===== src/rtl/tflaf_stream_shell_pkg.sv =====
// Shared TFLAF constants: sample format defaults and the core pipeline latency
// derived from the default filter orders, so the shell and the top level agree.
package tflaf_pkg;

    localparam int TFLAF_WIDTH = 16;
    localparam int TFLAF_QP    = 12;
    localparam int TFLAF_L_ORD = 4;
    localparam int TFLAF_Q_ORD = 7;
    localparam int TFLAF_DEPTH = 16;

    // Core latency: input and output registers (2), linear tap adder tree,
    // quadratic term adder tree, and the final error subtract stage (1).
    function automatic int tflaf_core_lat(input int l_ord, input int q_ord);
        return 2 + $clog2(l_ord) + $clog2(q_ord + 1) + 1;
    endfunction

    localparam int TFLAF_LAT = tflaf_core_lat(TFLAF_L_ORD, TFLAF_Q_ORD);

endpackage


===== src/rtl/tflaf_stream_shell_fifo.sv =====
// First-word-fall-through synchronous FIFO holding captured {y, e} results.
// Pointers carry one extra wrap bit; the head entry is visible whenever the
// FIFO is non-empty and reads as zero while empty.
module sync_fifo_fwft #(
    parameter int WIDTH = 32,
    parameter int DEPTH = 16
) (
    input  logic                     clk,
    input  logic                     reset,
    input  logic                     push,
    input  logic [WIDTH-1:0]         push_data,
    input  logic                     pop,
    output logic [WIDTH-1:0]         pop_data,
    output logic                     full,
    output logic                     empty,
    output logic [$clog2(DEPTH):0]   count
);

    localparam int AW = $clog2(DEPTH);
    localparam logic [AW:0] PTR_ONE = {{AW{1'b0}}, 1'b1};

    logic [WIDTH-1:0] mem_r [DEPTH];
    logic [AW:0]      wr_ptr_r;
    logic [AW:0]      rd_ptr_r;
    logic             push_en_s;
    logic             pop_en_s;

    // Status flags, head data and the accepted push/pop strobes.
    always_comb begin
        full      = (wr_ptr_r[AW] != rd_ptr_r[AW]) &&
                    (wr_ptr_r[AW-1:0] == rd_ptr_r[AW-1:0]);
        empty     = (wr_ptr_r == rd_ptr_r);
        count     = wr_ptr_r - rd_ptr_r;
        pop_en_s  = pop && !empty;
        // A pop in the same cycle frees the slot, so push at full is legal then.
        push_en_s = push && (!full || pop_en_s);
        if (empty) begin
            pop_data = {WIDTH{1'b0}};
        end else begin
            pop_data = mem_r[rd_ptr_r[AW-1:0]];
        end
    end

    // Storage array write; contents need no reset because empty masks the head.
    always_ff @(posedge clk) begin
        if (push_en_s) begin
            mem_r[wr_ptr_r[AW-1:0]] <= push_data;
        end
    end

    // Read/write pointer advance.
    always_ff @(posedge clk or negedge reset) begin
        if (!reset) begin
            wr_ptr_r <= {(AW+1){1'b0}};
            rd_ptr_r <= {(AW+1){1'b0}};
        end else begin
            if (push_en_s) begin
                wr_ptr_r <= wr_ptr_r + PTR_ONE;
            end
            if (pop_en_s) begin
                rd_ptr_r <= rd_ptr_r + PTR_ONE;
            end
        end
    end

endmodule


===== src/rtl/tflaf_stream_shell.sv =====
// Streaming shell around the non-stallable TFLAF core. Pairs are issued to the
// core only while there is a guaranteed FIFO slot for their result, counting
// both queued results and results still inside the core pipeline.
import tflaf_pkg::*;

module tflaf_stream_shell #(
    parameter int WIDTH = TFLAF_WIDTH,
    parameter int LAT   = TFLAF_LAT,
    parameter int DEPTH = TFLAF_DEPTH
) (
    input  logic             clk,
    input  logic             reset,
    input  logic             s_valid,
    output logic             s_ready,
    input  logic [WIDTH-1:0] s_signal,
    input  logic [WIDTH-1:0] s_desired,
    output logic [WIDTH-1:0] f_signal,
    output logic [WIDTH-1:0] f_desired,
    output logic             f_valid,
    input  logic [WIDTH-1:0] f_out,
    input  logic [WIDTH-1:0] f_error,
    output logic             m_valid,
    input  logic             m_ready,
    output logic [WIDTH-1:0] m_out,
    output logic [WIDTH-1:0] m_error,
    output logic             ovf
);

    localparam int CW = $clog2(DEPTH) + 1;
    localparam logic [CW-1:0] CNT_ONE    = {{(CW-1){1'b0}}, 1'b1};
    localparam logic [CW:0]   CREDIT_LIM = (CW+1)'(DEPTH);

    logic                 accept_s;
    logic                 capture_s;
    logic                 pop_s;
    logic                 fifo_full_s;
    logic                 fifo_empty_s;
    logic [CW-1:0]        fifo_count_s;
    logic [2*WIDTH-1:0]   fifo_head_s;
    logic [CW:0]          credit_sum_s;
    logic [CW-1:0]        inflight_r;
    logic [LAT-1:0]       trk_r;
    logic                 ovf_r;

    // Credit check and accept strobe; reset gating keeps the core input quiet
    // while the shell is held in reset.
    always_comb begin
        credit_sum_s = {1'b0, fifo_count_s} + {1'b0, inflight_r};
        s_ready      = (credit_sum_s < CREDIT_LIM);
        accept_s     = s_valid && s_ready && reset;
        capture_s    = trk_r[LAT-1];
        pop_s        = !fifo_empty_s && m_ready;
    end

    // Core input drive: the sample pair on accept, zeros in every gap cycle.
    always_comb begin
        if (accept_s) begin
            f_valid   = 1'b1;
            f_signal  = s_signal;
            f_desired = s_desired;
        end else begin
            f_valid   = 1'b0;
            f_signal  = {WIDTH{1'b0}};
            f_desired = {WIDTH{1'b0}};
        end
    end

    // Results issued to the core but not yet captured.
    always_ff @(posedge clk or negedge reset) begin
        if (!reset) begin
            inflight_r <= {CW{1'b0}};
        end else begin
            case ({accept_s, capture_s})
                2'b10:   inflight_r <= inflight_r + CNT_ONE;
                2'b01:   inflight_r <= inflight_r - CNT_ONE;
                default: inflight_r <= inflight_r;
            endcase
        end
    end

    // Valid tracker mirroring the core pipeline depth.
    generate
        if (LAT == 1) begin : g_trk_single
            always_ff @(posedge clk or negedge reset) begin
                if (!reset) begin
                    trk_r <= 1'b0;
                end else begin
                    trk_r <= accept_s;
                end
            end
        end else begin : g_trk_shift
            always_ff @(posedge clk or negedge reset) begin
                if (!reset) begin
                    trk_r <= {LAT{1'b0}};
                end else begin
                    trk_r <= {trk_r[LAT-2:0], accept_s};
                end
            end
        end
    endgenerate

    // Sticky overflow: a capture found no free slot and was dropped.
    always_ff @(posedge clk or negedge reset) begin
        if (!reset) begin
            ovf_r <= 1'b0;
        end else if (capture_s && fifo_full_s && !pop_s) begin
            ovf_r <= 1'b1;
        end
    end

    sync_fifo_fwft #(
        .WIDTH (2 * WIDTH),
        .DEPTH (DEPTH)
    ) u_fifo (
        .clk       (clk),
        .reset     (reset),
        .push      (capture_s),
        .push_data ({f_out, f_error}),
        .pop       (pop_s),
        .pop_data  (fifo_head_s),
        .full      (fifo_full_s),
        .empty     (fifo_empty_s),
        .count     (fifo_count_s)
    );

    // Result interface taken from the FIFO head.
    always_comb begin
        m_valid = !fifo_empty_s;
        m_out   = fifo_head_s[2*WIDTH-1:WIDTH];
        m_error = fifo_head_s[WIDTH-1:0];
        ovf     = ovf_r;
    end

endmodule


===== config.mk =====
export PLATFORM = sky130hd
export DESIGN_NAME = tflaf_stream_shell
export DESIGN_NICKNAME = d
export VERILOG_FILES = /design/src/rtl/tflaf_stream_shell_pkg.sv /design/src/rtl/tflaf_stream_shell_fifo.sv /design/src/rtl/tflaf_stream_shell.sv
export SDC_FILE = /design/constraint.sdc
export NUM_CORES = 1
export LEC_CHECK = 0
export BUFFER_PORTS_ARGS = -buffer_cell sky130_fd_sc_hd__buf_4
export CAP_MARGIN = 20
export CORE_ASPECT_RATIO = 0.5
export CORE_MARGIN = 2
export CORE_UTILIZATION = 60
export CTS_CLUSTER_SIZE = 10
export DETAILED_ROUTE_END_ITERATION = 6
export PLACE_DENSITY = 0.76
export SYNTH_ARGS = -nofsm -noshare
export SYNTH_HDL_FRONTEND = slang
export SYNTH_SLANG_ARGS = --single-unit

===== constraint.sdc =====
create_clock -name clk -period 4.6 [get_ports clk]
set_input_delay 0.23 -clock clk [delete_from_list [all_inputs] [get_ports clk]]
set_output_delay 0.23 -clock clk [all_outputs]
set_load 0.01 [all_outputs]

======== Word level (Yosys, flattened, before mapping) ========
Memories as Yosys holds them, arrays and structs flattened.
Cells that the tools add are included.
word-level totals
  latch bits .............................. 0
  memories kept ........................... 1
  input bits .............................. 68
  register bits after elaboration ......... 24
  output and inout bits ................... 68
  bits in read-only memories .............. 0
  RAM bits ................................ 512
memories
  name          words  bits a word  rd ports  clocked after Yosys merged registers in  wr ports  line                           RTL
  u_fifo.mem_r  16     32           1         0                                        1         tflaf_stream_shell_fifo.sv:22  logic [WIDTH-1:0] mem_r [DEPTH];
cells by class
  div/mod/pow operators ................... 0
  multiplexer cells ....................... 7
  shift-type cells ........................ 0
  eq/ne operators ......................... 5
  reductions and logical operators ........ 13
  bitwise operators ....................... 0
  add/subtract/negate cells ............... 6
  multipliers ............................. 0
  magnitude comparators ................... 1
operators with widths
  cell                                                 number
  two-way mux 16 bit                                   2
  two-way mux 32 bit                                   1
  adder 5 x 1 -> 5 bit, second input constant          3
  one-hot mux 5 bit (2 select lines)                   1
  logical AND 1 bit                                    8
  adder 5 x 5 -> 6 bit                                 1
  < comparator 6 x 5 -> 1 bit, second input constant   1
  equality test 5 bit                                  1
  subtractor 5 x 1 -> 5 bit, second input constant     1
  subtractor 5 bit                                     1
  equality test 4 bit                                  1
  zero test 1 bit                                      3
  two-way mux 1 bit                                    3
  equality test 2 x 1 -> 1 bit, second input constant  1
  equality test 2 bit, second input constant           1
  nonzero test 2 bit                                   1
  logical OR 1 bit                                     1
  inequality test 1 bit                                1

======== Logic depth before layout (Yosys ltp) ========
Gate-level depths: netlist of the first run.
  depth in word-level cells ............... 8
  mapped depth ............................ 20

======== Cells and area by module ========
From an unflattened synthesis of the first run, not the netlist that was laid out.
unflattened totals
  cells, all modules ...................... 1023
  area, all modules ....................... 21119.0 µm²
by module, submodules not included
  module              cells each  area each (µm²)  instances
  sync_fifo_fwft      932         20203.1          1
  tflaf_stream_shell  91          915.9            1

======== Worst setup path before layout of the first run ========
OpenSTA, ideal clock, no wires.
  path kind ............................... register to register
  start point ............................. register u_fifo.rd_ptr_r[1]
  end point ............................... register inflight_r[4]
  path buffers ............................ 4
  stages on the path, launching flop included .. 21
  arrival time ............................ 3.955 ns
  setup slack ............................. 0.508 ns
  library setup time ...................... 0.137 ns
  cell sequence ........................... dfrtp_1 > buf_2 > buf_2 > buf_2 > inv_2 > fa_1 > a21o_1 > a21oi_1 > xnor2_1 > ha_1 > nor3_1 > nand2_1 > or2_1 > ha_1 > clkbuf_1 > xor2_1 > ha_1 > nor2b_1 > a22oi_1 > o32ai_1 > xor2_1
between the ends
  longest elaborated chain between the ends .. 7
  elaborated cells on any way between the ends .. 9
  those cells by class .................... 2 x add/sub; 1 x order compare; 2 x eq/ne; 1 x mux; 3 x reduce/logical
ends and longest elaborated chain
  item                                                                      line                           RTL
  start: declaration                                                        tflaf_stream_shell_fifo.sv:24  logic [AW:0] rd_ptr_r;
  start signal: assignment                                                  tflaf_stream_shell_fifo.sv:55  rd_ptr_r <= {(AW+1){1'b0}};
  start signal: assignment                                                  tflaf_stream_shell_fifo.sv:61  rd_ptr_r <= rd_ptr_r + PTR_ONE;
  subtractor 5 bit (*)                                                      tflaf_stream_shell_fifo.sv:33  count = wr_ptr_r - rd_ptr_r;
  adder 5 x 5 -> 6 bit (*)                                                  tflaf_stream_shell.sv:48       credit_sum_s = {1'b0, fifo_count_s} + {1'b0, inflight_r};
  < comparator 6 x 5 -> 1 bit (*)                                           tflaf_stream_shell.sv:49       s_ready = (credit_sum_s < CREDIT_LIM);
  logical AND 1 bit (*) (2 in a row)                                        tflaf_stream_shell.sv:50       accept_s = s_valid && s_ready && reset;
  equality test 2 x 1 -> 1 bit or equality test 2 bit (tied branches)       tflaf_stream_shell.sv:73       case ({accept_s, capture_s})
  one-hot mux 5 bit (2 select lines) or nonzero test 2 bit (tied branches)  -
  end signal: assignment                                                    tflaf_stream_shell.sv:74       2'b10: inflight_r <= inflight_r + CNT_ONE;
  end signal: assignment                                                    tflaf_stream_shell.sv:75       2'b01: inflight_r <= inflight_r - CNT_ONE;
  end signal: assignment                                                    tflaf_stream_shell.sv:76       default: inflight_r <= inflight_r;
  end: declaration                                                          tflaf_stream_shell.sv:41       logic [CW-1:0] inflight_r;
Every way passes the cells marked *; elsewhere a longest branch is shown, timed or not.
A chain may end at the register's enable or synchronous reset.

======== Worst setup path in the final report of the first run ========
  start point ............................. register u_fifo.rd_ptr_r[0]
  end point ............................... output port m_out[12]
between the ends
  longest elaborated chain between the ends .. 2
  elaborated cells on any way between the ends .. 3
  those cells by class .................... 1 x eq/ne; 1 x mux; 1 x memory
ends and longest elaborated chain
  item                                                              line                           RTL
  memory read (16 x 32 bit) or equality test 5 bit (tied branches)  -
  two-way mux 32 bit (*)                                            tflaf_stream_shell_fifo.sv:37  if (empty) begin
  end: declaration                                                  tflaf_stream_shell.sv:24       output logic [WIDTH-1:0] m_out,
Marks and branches as above.

==> results of run 1 <==
state kept, by name, summed over array words and instances (netlist names):
signal,count
ovf,1
u_fifo.rd_ptr_r,5
trk_r,8
u_fifo.wr_ptr_r,5
inflight_r,5
u_fifo.mem_r,512
power by group:
group          internal, mW  switching, mW  leakage, nW
Sequential             5.53          0.174         4.90
Clock                  2.37           1.71        0.778
Combinational          2.42           2.68         2.68
Total                  10.3           4.56         8.36
timing repair:
action                                 CTS  global route
hold buffers                            34             0
resized for setup                        0             0
endpoints found under the hold margin  539             0
metrics by stage:
step	worst slack [ns]	util	total power, mW
2_1_floorplan	0.508	-	9.24
3_3_place_gp	0.744	0.657	10.7
3_5_place_dp	0.585	0.659	10.9
4_1_cts	0.272	0.715	15.0
5_1_grt	0.0716	0.716	15.5
6_report	0.407	0.716	14.9
cell usage in the layout, fill, tap and decap left out, types with 4 or more instances in the layout:
cell and n:
a21oi_1 5, and2_2 12, buf_12 5, buf_4 161, clkbuf_1 11, clkbuf_16 60, dfrtp_1 22, dlygate4sd3_1 34
edfxtp_1 512, ha_1 16, mux2_2 33, mux4_2 127, nand2_1 37, nand3_1 97, nor2_1 5, nor2_4 5
nor3_1 4, nor3b_1 33, xnor2_1 8, xor2_1 10
worst register-to-register path, cell delays in order (launching register included):
cell and delay (ns):
dfrtp_1 0.42, inv_1 0.16, ha_1 0.17, inv_1 0.06
fa_1 0.43, ha_1 0.28, and3b_1 0.18, o21a_1 0.16
o21a_1 0.16, buf_4 0.23, or2_1 0.28, ha_1 0.30
xor2_1 0.17, ha_1 0.21, nor2b_1 0.20, a31oi_1 0.11
o32ai_1 0.27, xor2_1 0.18
metal layers:
layer / up-vias / wire length (microns)
met1: 5744 / 18900
met5: - / 0
met4: 0 / 836
met2: 636 / 22400
met3: 68 / 4380
li1: 4608 / -
cell usage after synthesis, drive strengths merged, types with 3 or more instances:
cell      n  area [sq um]
edfxtp  512         15400
clkbuf   31           116
mux4    128          2890
and2     14          87.6
dfrtp    24           601
nand2    38           143
mux2     34           383
nand4     3          18.8
ha       16           200
o21ai     3          15.0
buf      27           239
nand3    97           485
inv       6          22.5
xor2     10          87.6
a21oi     6          30.0
nor2     10          37.5
a21o      3          22.5
nor3b    33           248
nor3      4          20.0
xnor2     9          86.3
nor2b     3          18.8
path summary, 6_finish.rpt:
check / from / end / slack [ns] / depth (start not counted)
max: u_fifo.rd_ptr_r[0] / m_out[12] / 0.41 / 7
min: reset / u_fifo.wr_ptr_r[3] / 0.09 / 2
max reg2reg: u_fifo.wr_ptr_r[0] / inflight_r[4] / 0.56 / 17
min reg2reg: trk_r[5] / trk_r[6] / 0.35 / 0
max in group asynchronous: reset / u_fifo.rd_ptr_r[0] / 4.24 / 2
min in group clk: trk_r[5] / trk_r[6] / 0.35 / 0
layout make-up:
class / instances / area, sq um / share of cell area
sequential: 536 / 16000 / 0.643
clock inverter: 3 / 55.1 / 0.00221
clock buffer: 71 / 1540 / 0.0620
inverter: 6 / 22.5 / 0.000906
timing repair buffer: 201 / 1680 / 0.0674
multi-input combinational: 430 / 5000 / 0.201
tap: 475 / 594 / 0.0239
logic make-up (layout without fill, tap and decap cells):
kind of cell             count (synthesis)  after routing  share of synthesized area
multiplexers                           162            162                      0.154
XOR/XNOR                                19             19                    0.00817
buffers and inverters                   64            281                     0.0178
AO/OA/AOI/OAI                           20             20                    0.00623
flip-flops                             536            536                      0.751
adder cells (fa/ha/maj)                 17             17                     0.0103
AND/OR/NAND/NOR                        212            212                     0.0533
==> reports/qor.yml, run 1 <==
sta:
  holdWs_ns: 0.0935
  setup-violations-final: 0
  max-slew-margin-rel: 0.267
  tightest_slew_ns: 1.10
  setup_tns_ns: 0
  timing.clock.skew_ns: 0.0155
  period_minus_slack_ns: 4.19
  finalHoldViolations: 0
  grt_setup_unrepaired: "false"
  achievable-frequency_mhz: 238
  fin_crit_sh: 0.912
  timing.final.max_slew_violations: 0
drt:
  drt-wirelength-per-cell_microns: 27.0
  vias_per_cell: 6.42
  vias: 11056
  drt_first_pass_iters: 7
  route.detailed.drc: 0
  first_iter_violations: 1407
  drt_wirelength_microns: 46400
  antenna_left: 0
floorplan:
  floorplan.core_area_sq_um: 34700
  ioPinCount: 136
  die_h_microns: 137
  dieWidth_microns: 270
  floorplan.initialDensity: 0.613
  std_cell_rows: 48
  die_area_sq_um: 37100
critical_path:
  crit_top_cell: "buf_4"
  critical-path-top-delay-family: "buffers and inverters"
  critical_path.startpoint_type: "register"
  critical_path.cell_chain: "buf_4 > buf_4 > mux4_2 > mux2_2 > nand2_1 > nand3_1 > buf_4"
  setup.worst_path.end_class: "primary output"
  setup.worst_path.class: "register to primary output"
  critPathMaxFanout: 50
  worstPathArrival_ns: 3.96
  critPathSlowestCell: "buf_4"
  cp_bufs_invs: 3
  worstPathRequired_ns: 4.37
  timing.critical_path.slowest_cell_delay_ns: 0.86
global_route:
  groute.layer.met3.usage: 0.0460
  antenna_found_initial: 0
  grt_max_degree: 59
  use_met1: 0.381
  globalRouteMet2Util: 0.401
  globalRoute.totalOverflow: 0
  first_global_vias: 11203
  globalRoute.busiestLayer: "met2"
  globalRouteTotalUtil: 0.256
  global_route_wire_length_before_repair_microns: 69500
clock_network:
  tritoncts.num_buffers: 59
  clock_sinks: 536
  tritoncts_clock_tree: "built"
  post_cts_buffers: 0
  clk_transition_reported_paths_ns: 0.06
  clock_tree_root: "clkbuf_16"
  clock_tree.buffer_depth: 3
  count_of_h_tree_levels_built_during_cts: 2
  clk-insertion-delay-late_ns: 0.59
synth:
  mappedNetlistNets: 1115
  synth-warning-count: 0
  synthesis.instances: 1030
  netlist-cell-type-count: 43
  synth-seq-area-share: 0.751
  synth-edff-count: 512
  postSynthRegisterBits: 536
  post_synth_instance_area_sq_um: 21300
  postSynthAreaPerCell_sq_um: 20.7
  top_reg_cell_synth: "edfxtp_1"
  async_reset_ff_frac: 0.0448
status:
  outcome: "complete, no violations"
pwr:
  vdd_ir_drop_max_mv: 0.466
  static-leakage-power_nw: 8.36
  pwr_density_cell_nw_per_um2: 598
finish:
  design.final.nets: 1319
  nFillCells: 2010
  drive_above_1_share: 0.334
  area_growth_syn_to_layout_pct: 16.9
  post_layout_nonfiller_instances: 1722
  finalInstanceArea_sq_um: 24900
  num_antenna_cells: 0
placement:
  finalWeightedCongestion: 0.855
  dp_cells: 1611
  io_buffer_count: 135
  dp_hpwl_microns: 24600
  placedInstanceArea_sq_um: 22900
job:
  max-cap-violations: 0
worst_hold_path:
  min-delay-path-class: "input port to async pin"
Power figures use the tool's default switching activity.
==> inputs of run 2 (changes only) <==
--- a/config.mk
+++ b/config.mk
@@ -7,8 +7,7 @@
 export LEC_CHECK = 0
 export BUFFER_PORTS_ARGS = -buffer_cell sky130_fd_sc_hd__buf_4
 export CAP_MARGIN = 20
-export CORE_ASPECT_RATIO = 0.5
-export CORE_MARGIN = 2
+export CORE_MARGIN = 5
 export CORE_UTILIZATION = 60
 export CTS_CLUSTER_SIZE = 10
 export DETAILED_ROUTE_END_ITERATION = 6
==> run 2 against run 1 <==
Count of clock-buffer cells in the layout is 6 higher. Register-to-register slack better by 0.03 ns. Core utilization is 1.4 points lower. Clock power hardly changed. Final cell count is 1.0% lower. Sequential cell count stayed put. Design area is 0.24% lower. Critical path type is now register to register. Critical endpoint is now inflight_r[4].
==> reports/qor.yml, run 2 (same netlist as run 1, synthesis figures left out) <==
pwr:
  p_total_mw: 14.9
  static-leakage-power_nw: 8.32
  vdd_ir_drop_max_mv: 0.769
  pwr_density_cell_nw_per_um2: 599
finish:
  mostFrequentLayoutCells: "edfxtp_1, buf_4, mux4_2"
  nFillCells: 2137
  regArea_sq_um: 16000
  multi_input_area_sq_um: 5000
  design.final.nets: 1307
  most_common_cell_after_layout_fill_and_taps_aside: "edfxtp_1"
  drive_above_1_share: 0.328
  largest_register_ffs: 512
  area_growth_syn_to_layout_pct: 16.6
critical_path:
  critical_path.startpoint_type: "register"
  setup.worst_path.end_class: "register"
  worstPathRequired_ns: 5.11
  worstPathArrival_ns: 4.52
  setup.worst_path.class: "register to register"
  critPathMaxFanout: 35
floorplan:
  die_area_sq_um: 39300
  die_h_microns: 198
  std_cell_rows: 69
  dieWidth_microns: 198
  floorplan.core_area_sq_um: 35300
  floorplan.initialDensity: 0.603
  ioPinCount: 136
worst_hold_path:
  min-delay-path-class: "input port to async pin"
clock_network:
  tritoncts.num_buffers: 60
  tritoncts_clock_tree: "built"
  clk-insertion-delay-late_ns: 0.59
  clock_sinks: 536
  clock_tree_root: "clkbuf_16"
  cts_repair_resize_count: 0
  clock_tree.buffer_depth: 3
  count_of_h_tree_levels_built_during_cts: 2
  clk_transition_reported_paths_ns: 0.06
global_route:
  global_route_wire_length_before_repair_microns: 68100
  first_global_vias: 11295
  antenna_found_initial: 2
  grt_max_degree: 108
  globalRouteTotalUtil: 0.232
  globalRoute.totalOverflow: 0
sta:
  timing.final.max_slew_violations: 0
  grt_setup_unrepaired: "false"
  setup_tns_ns: 0
  period_minus_slack_ns: 4.01
  finalHoldViolations: 0
  setup-violations-final: 0
  max-slew-margin-rel: 0.233
  fin_crit_sh: 0.873
  achievable-frequency_mhz: 249
  timing.clock.skew_ns: 0.0186
  tightest_slew_ns: 1.15
drt:
  antenna_left: 0
  drt-wirelength-per-cell_microns: 26.3
  vias_per_cell: 6.30
  route.detailed.drc: 0
  drt_first_pass_iters: 5
  drt_wirelength_microns: 44900
  vias: 10738
  first_iter_violations: 1239
placement:
  dp_hpwl_microns: 22400
  finalWeightedCongestion: 0.739
  io_buffer_count: 135
status:
  outcome: "complete, no violations"
job:
  max-cap-violations: 0
run 2: power breakdown:
part	total (mW)	switching [mW]	internal, mW
Sequential	5.67	0.140	5.53
Clock	4.11	1.71	2.40
Combinational	5.09	2.66	2.43
Total	14.9	4.51	10.4
run 2: repair_timing:
| item | 4_1_cts | 5_1_grt |
|---|---|---|
| hold endpoints to repair | 539 | 0 |
| buffers inserted | 0 | 0 |
| hold buffers | 34 | 0 |
run 2: cell type report:
type                    instances  area share
flip-flops and latches        536       0.644
multi-input cells             430       0.201
clock buffers                  77      0.0648
repair buffers                188      0.0641
well taps                     461      0.0232
clock inverters                 4     0.00111
inverters                       6    0.000908
diodes                          2    0.000202
run 2: path summary, 6_finish.rpt:
path	from	endpoint	slack [ns]	cells past startpoint
worst max-delay path	u_fifo.wr_ptr_r[0]	inflight_r[4]	0.59	17
worst min-delay path	reset	inflight_r[2]	0.08	2
worst max register to register	u_fifo.wr_ptr_r[0]	inflight_r[4]	0.59	17
worst min register to register	trk_r[6]	trk_r[7]	0.34	0
max in group asynchronous	reset	u_fifo.rd_ptr_r[1]	4.24	2
min in group clk	trk_r[6]	trk_r[7]	0.34	0
run 2: per-stage QoR:
step	area, sq um	std cells	hold WS [ns]	utilization	setup slack, ns
after floorplan	21300	1030	-0.0656	-	0.508
after global placement	22700	1581	0.150	0.643	0.740
after detailed placement	22700	1582	0.155	0.644	0.585
after CTS	24700	1697	0.0778	0.699	0.572
after global routing	24800	1704	0.106	0.703	0.314
final	24800	1704	0.0762	0.703	0.585
run 2: per-layer routing:
metal | track usage | up-vias | share of wire
li1 | - | 4589 | -
met1 | 0.333 | 5578 | 0.40
met2 | 0.372 | 496 | 0.49
met3 | 0.0442 | 75 | 0.081
met4 | 0.0691 | 0 | 0.022
met5 | 0 | - | 0
run 2: worst max-delay path, stage by stage (launching register included):
cell and delay (ns):
dfrtp_1 0.43, inv_1 0.16, ha_1 0.16, inv_1 0.06, fa_1 0.44, ha_1 0.28, and3b_1 0.17, o21a_1 0.16
o21a_1 0.16, buf_4 0.23, or2_1 0.28, ha_1 0.30, xor2_1 0.17, ha_1 0.19, nor2b_1 0.18, a31oi_1 0.10
o32ai_1 0.27, xor2_1 0.19
